## src/rtl/brcomp_iter_if.sv

```systemverilog
// brcomp_iter_if: the request and result handshake bundle for the multi-cycle branch comparator.
//   Request : in_valid, in_ready, rs1_data, rs2_data, I_U, flush
//   Result  : out_valid, out_ready, less, equal
// The master modport is the execute/branch-resolution side. The slave modport is the comparator.
interface brcomp_iter_if #(
  parameter int XLEN = 32
);
  logic            in_valid;
  logic            in_ready;
  logic [XLEN-1:0] rs1_data;
  logic [XLEN-1:0] rs2_data;
  logic            I_U;
  logic            flush;
  logic            out_valid;
  logic            out_ready;
  logic            less;
  logic            equal;

  modport master (
    output in_valid, rs1_data, rs2_data, I_U, flush, out_ready,
    input  in_ready, out_valid, less, equal
  );

  modport slave (
    input  in_valid, rs1_data, rs2_data, I_U, flush, out_ready,
    output in_ready, out_valid, less, equal
  );
endinterface

```

## src/rtl/brcomp_iter.sv

```systemverilog
// brcomp_iter: multi-cycle branch comparator. It compares two XLEN-bit operands
// CHUNK bits per cycle, starting with the most significant chunk. The compare can
// be signed or unsigned, and the less/equal result is returned through a
// valid/ready handshake.
//   clk   : rising-edge clock
//   rst_n : asynchronous active-low reset
//   bus   : brcomp_iter_if.slave (request handshake, operands, I_U, flush,
//           result handshake, less, equal)
// Optional build macro BRCOMP_EARLY_EXIT_EN: the scan stops on the first
// differing chunk. Without it, every compare takes NCHUNK edges.
module brcomp_iter #(
  parameter int XLEN  = 32,
  parameter int CHUNK = 8
) (
  input  logic         clk,
  input  logic         rst_n,
  brcomp_iter_if.slave bus
);
  localparam int NCHUNK = XLEN / CHUNK;
  localparam int IDX_W  = (NCHUNK > 1) ? $clog2(NCHUNK) : 1;

  localparam logic [1:0] S_IDLE = 2'd0;
  localparam logic [1:0] S_SCAN = 2'd1;
  localparam logic [1:0] S_DONE = 2'd2;

  logic [1:0]       state_q, state_d;
  logic [XLEN-1:0]  a_q, a_d;
  logic [XLEN-1:0]  b_q, b_d;
  logic [IDX_W-1:0] idx_q, idx_d;
  logic             decided_q, decided_d;
  logic             less_q, less_d;
  logic             equal_q, equal_d;
  logic             out_valid_q, out_valid_d;

  logic [CHUNK-1:0] chunk_a, chunk_b;
  logic             hit;
  logic             last;

  assign chunk_a = a_q[int'(idx_q) * CHUNK +: CHUNK];
  assign chunk_b = b_q[int'(idx_q) * CHUNK +: CHUNK];
  // hit is the first differing chunk seen from the top. Later chunks cannot change the result.
  assign hit     = !decided_q && (chunk_a != chunk_b);
  assign last    = (idx_q == '0);

  always_comb begin
    state_d     = state_q;
    a_d         = a_q;
    b_d         = b_q;
    idx_d       = idx_q;
    decided_d   = decided_q;
    less_d      = less_q;
    equal_d     = equal_q;
    out_valid_d = out_valid_q;

    case (state_q)
      S_IDLE: begin
        if (bus.in_valid) begin
          // Flipping the MSB of both operands for a signed compare turns the
          // whole job into an unsigned compare.
          a_d       = {bus.rs1_data[XLEN-1] ^ ~bus.I_U, bus.rs1_data[XLEN-2:0]};
          b_d       = {bus.rs2_data[XLEN-1] ^ ~bus.I_U, bus.rs2_data[XLEN-2:0]};
          idx_d     = IDX_W'(NCHUNK - 1);
          decided_d = 1'b0;
          less_d    = 1'b0;
          equal_d   = 1'b0;
          state_d   = S_SCAN;
        end
      end
      S_SCAN: begin
        if (hit) begin
          decided_d = 1'b1;
          less_d    = (chunk_a < chunk_b);
        end
`ifdef BRCOMP_EARLY_EXIT_EN
        if (hit || last) begin
`else
        if (last) begin
`endif
          equal_d     = !(decided_q || hit);
          state_d     = S_DONE;
          out_valid_d = 1'b1;
        end else begin
          idx_d = idx_q - IDX_W'(1);
        end
      end
      S_DONE: begin
        if (bus.out_ready) begin
          state_d     = S_IDLE;
          out_valid_d = 1'b0;
        end
      end
      default: begin
        state_d     = S_IDLE;
        out_valid_d = 1'b0;
      end
    endcase

    // A flush has priority over everything above. It kills a capture, a scan in
    // progress, or a pending result.
    if (bus.flush) begin
      state_d     = S_IDLE;
      out_valid_d = 1'b0;
      less_d      = 1'b0;
      equal_d     = 1'b0;
    end
  end

  always_ff @(posedge clk or negedge rst_n) begin
    if (!rst_n) begin
      state_q     <= S_IDLE;
      a_q         <= '0;
      b_q         <= '0;
      idx_q       <= '0;
      decided_q   <= 1'b0;
      less_q      <= 1'b0;
      equal_q     <= 1'b0;
      out_valid_q <= 1'b0;
    end else begin
      state_q     <= state_d;
      a_q         <= a_d;
      b_q         <= b_d;
      idx_q       <= idx_d;
      decided_q   <= decided_d;
      less_q      <= less_d;
      equal_q     <= equal_d;
      out_valid_q <= out_valid_d;
    end
  end

  assign bus.in_ready  = rst_n && (state_q == S_IDLE);
  assign bus.out_valid = out_valid_q;
  assign bus.less      = less_q;
  assign bus.equal     = equal_q;
endmodule

```

## src/flat_wrapper.sv

```systemverilog
// flat-port wrapper written by rule: the top's interface ports become plain ports
module brcomp_iter_flat 
#(
  parameter int XLEN  = 32,
  parameter int CHUNK = 8
)
  (clk, rst_n, bus_in_valid, bus_rs1_data, bus_rs2_data, bus_I_U, bus_flush, bus_out_ready, bus_in_ready, bus_out_valid, bus_less, bus_equal);
  brcomp_iter_if #(.XLEN(XLEN)) bus_i ();
  input  logic clk;
  input  logic rst_n;
  input wire logic [$bits(bus_i.in_valid)-1:0] bus_in_valid;
  input wire logic [$bits(bus_i.rs1_data)-1:0] bus_rs1_data;
  input wire logic [$bits(bus_i.rs2_data)-1:0] bus_rs2_data;
  input wire logic [$bits(bus_i.I_U)-1:0] bus_I_U;
  input wire logic [$bits(bus_i.flush)-1:0] bus_flush;
  input wire logic [$bits(bus_i.out_ready)-1:0] bus_out_ready;
  output wire logic [$bits(bus_i.in_ready)-1:0] bus_in_ready;
  output wire logic [$bits(bus_i.out_valid)-1:0] bus_out_valid;
  output wire logic [$bits(bus_i.less)-1:0] bus_less;
  output wire logic [$bits(bus_i.equal)-1:0] bus_equal;
  assign bus_i.in_valid = bus_in_valid;
  assign bus_i.rs1_data = bus_rs1_data;
  assign bus_i.rs2_data = bus_rs2_data;
  assign bus_i.I_U = bus_I_U;
  assign bus_i.flush = bus_flush;
  assign bus_i.out_ready = bus_out_ready;
  assign bus_in_ready = bus_i.in_ready;
  assign bus_out_valid = bus_i.out_valid;
  assign bus_less = bus_i.less;
  assign bus_equal = bus_i.equal;
  brcomp_iter #(.XLEN(XLEN), .CHUNK(CHUNK)) u_core (.clk(clk), .rst_n(rst_n), .bus(bus_i));
endmodule
```

## config.mk

```make
export PLATFORM = sky130hd
export DESIGN_NAME = brcomp_iter_flat
export DESIGN_NICKNAME = d
export VERILOG_FILES = /design/src/rtl/brcomp_iter_if.sv /design/src/rtl/brcomp_iter.sv /design/src/flat_wrapper.sv
export SDC_FILE = /design/constraint.sdc
export NUM_CORES = 1
export LEC_CHECK = 0
export CAP_MARGIN = 10
export CORE_MARGIN = 4
export CORE_UTILIZATION = 45
export DETAILED_ROUTE_END_ITERATION = 7
export PLACE_DENSITY = 0.72
export SYNTH_ARGS = -nofsm -noshare
export SYNTH_HDL_FRONTEND = slang
export SYNTH_SLANG_ARGS = --single-unit
```

## constraint.sdc

```tcl
create_clock -name clk -period 3.1 [get_ports clk]
set_clock_uncertainty 0.15 [all_clocks]
set_input_delay 0.62 -clock clk [delete_from_list [all_inputs] [get_ports clk]]
set_output_delay 0.62 -clock clk [all_outputs]
set_load 0.02 [all_outputs]
```

* Word level (Yosys, flattened, before mapping)
Cells that the tools add are included.
Storage, ports and cells: bits in registers 72, bits of input ports 70, logic and storage cells 63
Cells by class: $add $sub $neg 1, magnitude comparators 1, eq/ne operators 11, shift-type cells 2, mux-type cells 21, bitwise operators 3, reduce and logical (&&, ||, !) cells 16
Operators by type and width (count):
- $shiftx A32 B6 Y8 | 2
- $reduce_and A3 Y1 | 6
- $mux W2 | 6
- $mux W1 | 9
- $lt A8 B8 Y1 | 1
- $ne A8 B8 Y1 | 1
- $ne A2 B2 Y1 const B | 3
- $ne A3 B2 Y1 const B | 2
- $ne A3 B3 Y1 const B | 2
- $pmux W1 S2 | 3
- $pmux W2 S3 | 1
- $logic_not A2 Y1 | 2
- $pmux W2 S2 | 1
- $pmux W1 S3 | 1
- $reduce_bool A3 Y1 | 1
- $eq A2 B1 Y1 const B | 1
- $eq A2 B2 Y1 const B | 1
- $logic_and A1 B1 Y1 | 2
- $logic_not A1 Y1 | 2
- $ne A2 B1 Y1 const B | 1
- $reduce_and A2 Y1 | 1
- $reduce_bool A2 Y1 | 1
- $sub A2 B1 Y2 const B | 1
- $xor A1 B1 Y1 | 2
- 2 further kinds | 2

* Longest topological paths before layout
depth after elaboration 8, mapped depth 8

* Worst setup path before layout
OpenSTA, ideal clock, no wires.
kind reg2reg, start register u_core.idx_q[0], end register u_core.less_q (netlist: u_core.bus.less), arrival time 2.259 ns, required time 2.830 ns, slack 0.571 ns, stages on the path, launching flop included 8, cell sequence dfrtp_1 buf_2 mux4_2 ha_1 nand4_1 o311ai_4 a2111oi_2 a31o_1
On the way: cells in the longest elaborated chain, start to end 5
RTL lines:
- start: declaration | line brcomp_iter.sv:29 | logic [IDX_W-1:0] idx_q, idx_d;
- start signal: assignment | line brcomp_iter.sv:122 | idx_q <= idx_d;
- $shiftx A32 B6 Y8, on equally long branches | line brcomp_iter.sv:39, brcomp_iter.sv:40
- $lt A8 B8 Y1 or $ne A8 B8 Y1 (tied branches) | line brcomp_iter.sv:72, brcomp_iter.sv:42
- $mux W1 or $logic_and A1 B1 Y1 (tied branches) | line brcomp_iter.sv:70, brcomp_iter.sv:42
- $pmux W1 S2 or $ne A3 B2 Y1 (tied branches)
- $mux W1 or $reduce_and A3 Y1 (tied branches)
- end signal: assignment | line brcomp_iter.sv:124 | less_q <= less_d;
- end: declaration | line brcomp_iter.sv:31 | logic less_q, less_d;
Parallel ways exist; a longest one is shown, timed or not. The select of a mux whose other input is x is not followed. A chain may end at the register's enable or synchronous reset.

* Worst setup path in the final report
start register u_core.idx_q[1], end register u_core.less_q (netlist: u_core.bus.less)
The elaborated chain is that of the path after synthesis.

==> flow_metrics.env <==
export IMPL_timing_rr_start="u_core.idx_q[1]"
export IMPL_clk_latency_ns=0.33
export IMPL_path_max_fanout=19
export IMPL_slew_viol_final=0
export IMPL_grt_util_all_layers_pct=16.01
export IMPL_setup_tns_final_ns=0
export IMPL_grt_pass1_wl_mm=10.91
export IMPL_total_power_mw=2.724
export IMPL_fp_coreArea_sq_um=7370
export IMPL_worst_slew_pin_slew_ns=0.8971
export IMPL_gp_congestion=0.8186
export IMPL_fin_nets=391
export IMPL_ys_ff_latch=72
export IMPL_die_w_um=95.54
export IMPL_layout_setup_ws_ns=0.3072
export IMPL_drive_above_1_share_pct=32.81
export IMPL_syn_nets=315
export IMPL_wl_per_cell_um=16.23
export IMPL_leakagePower_nw=1.847
export IMPL_reg2regPathDepth=6
export IMPL_fillers=589
export IMPL_clkTransAtPathRegs_ns=0.07
export IMPL_max_freq_mhz=358.1
export IMPL_final_min_clock_period_ns=2.793
export IMPL_hpwlAfterDp_mm=4.911
export IMPL_via_count=2142
export IMPL_grt_max_degree=73
export IMPL_final_cell_mix="clkdlybuf4s50_1 (72), dfrtp_1 (72), mux2_2 (64), mux4_2 (16), inv_1 (13)"
export IMPL_dr_pass1_iters=4
export IMPL_reg2reg_setup_slack_ns=0.31
export IMPL_placementRows=31
export IMPL_synth_cell_types=24
export IMPL_crit_type="reg -> reg"
export IMPL_final_util_pct=60.25
export IMPL_stdcell_count=416
export IMPL_powerDensity_nw_per_um2=613.4
export IMPL_register_area_sq_um=1802
export IMPL_pre_cts_ws_ns=0.3221
export IMPL_grt_antenna_before_repair=0
export IMPL_die_h_um=95.54
export IMPL_wirelength_mm=6.752
export IMPL_syn_inst=236
export IMPL_cp_required_ns=3.17
export IMPL_ys_warn_count=0
export IMPL_hold_violations=0
export IMPL_yosysSeqAreaShare_pct=52.25
export IMPL_n_antenna_cell=0
export IMPL_start_kind="flip-flop"
export IMPL_cts_sinks=72
export IMPL_antenna_left=0
export IMPL_cts_tree="yes"
export IMPL_avgSynthCellArea_sq_um=14.61
export IMPL_syn_area_sq_um=3448
export IMPL_cts_hold_buf=0
export IMPL_rsz0062_at_grt="false"
export IMPL_maxCapViolations=0
export IMPL_initialDrtViolationCount=71
export IMPL_cts_resized=0
export IMPL_cts_inserted_buffers=9
export IMPL_pin_count=74
export IMPL_peakVddDrop_mv=0.2833
export IMPL_post_route_period_util_pct=90.09
export IMPL_multiInputGateArea_sq_um=1489
export IMPL_relSlewSlack_pct=40.19
export IMPL_clockBufferDepth=2
export IMPL_end_kind="flip-flop"
export IMPL_route_detailed_drc=0
export IMPL_die_area_sq_um=9128
export IMPL_grt_overflow=0
export IMPL_setup_viol=0
export IMPL_portBuffers=73
export IMPL_cts_root_buf="clkbuf_8"
export IMPL_areaGrowthSynthToFinish_pct=28.77
export IMPL_status="complete, no violations"
export IMPL_r2r_end="u_core.bus.less"
export IMPL_initial_core_util_pct=46.79
export IMPL_post_cts_buffers=0
export IMPL_dp_cells=400
export IMPL_post_drt_via_cell_ratio=5.149
export IMPL_hold_path_class="in -> async"
export IMPL_htreeDepth=3
export IMPL_arrival_ns=2.86
export IMPL_grt_pass1_vias=2272
[cell usage after synthesis (all sizes together)]
cell,instances,area share [%]
dfrtp,72,52
mux2,64,21
mux4,16,10
buf,13,3.2
inv,13,1.4
nor2,10,1.1
a21oi,9,1.3
ha,9,3.3
nand2,9,0.98
o21ai,5,0.73
nand4,2,0.36
nor3,2,0.29
nor3b,2,0.76
xnor2,2,0.51
a2111oi,1,0.44
a211oi,1,0.22
a31o,1,0.25
and2b,1,0.25
nand2b,1,0.18
nor2b,1,0.18
o2111ai,1,0.25
o311ai,1,0.76
[flip-flops by register name (all words and copies together) (netlist names)]
register / count
u_core.a_q: 32
u_core.b_q: 32
u_core.idx_q: 2
u_core.state_q: 2
u_core.bus.equal: 1
u_core.bus.less: 1
u_core.bus.out_valid: 1
u_core.decided_q: 1
[area by class of cell]
cell class	instances	share of cell area [%]
Clock buffer	13	3.578
Clock inverter	3	0.9017
Inverter	13	1.099
Multi-Input combinational cell	138	33.53
Sequential cell	72	40.57
Tap cell	99	2.790
Timing Repair Buffer	78	17.53
[report_power, final]
| group | total [mW] | internal (mW) | switching (mW) |
|---|---|---|---|
| sequential | 1.21 | 1.10 | 0.115 |
| clock | 0.744 | 0.414 | 0.330 |
| combinational | 0.766 | 0.452 | 0.314 |
| total | 2.72 | 1.96 | 0.759 |
[how the worst max path moves through the flow]
stage / start / slack (ns) / cells after the start / to
6_report: u_core.idx_q[1] / 0.31 / 6 / u_core.bus.less
2_1_floorplan: u_core.idx_q[0] / 0.57 / 7 / u_core.bus.less
3_3_place_gp: u_core.idx_q[1] / 0.42 / 6 / u_core.bus.less
5_1_grt: u_core.idx_q[1] / 0.16 / 6 / u_core.bus.less
3_5_place_dp: u_core.idx_q[1] / 0.32 / 6 / u_core.bus.less
4_1_cts: u_core.idx_q[1] / 0.31 / 6 / u_core.bus.less
[worst max-delay path, stage by stage, from the launching register on]
cell and delay, ns:
dfrtp_1 0.84, mux4_2 0.41, ha_1 0.34, nand4_1 0.24
o311ai_4 0.39, a2111oi_2 0.11, a31o_1 0.20
[kinds of logic after synthesis]
| family | Yosys count | share of synthesized area (%) |
|---|---|---|
| mux | 80 | 31.35 |
| buf+inv | 26 | 4.572 |
| xor+xnor | 2 | 0.5081 |
| flops | 72 | 52.25 |
| fa+ha+maj | 9 | 3.266 |
| simple gates | 28 | 4.101 |
| compound gates | 19 | 3.955 |
[stage by stage]
step	hold slack (ns)	area [sq um]
after CTS	0.3605	4441
after global placement	0.3365	4242
after global routing	0.3699	4441
after floorplan	0.1744	3448
final	0.3572	4441
after detailed placement	0.3442	4242
[metal layers]
metal / track usage [%] / share of wire (%)
met5: 0 / 0
met4: 4.739 / 0.96
met3: 4.972 / 5.3
met2: 26.40 / 51
met1: 20.29 / 42
(Power assumes the default switching activity.)
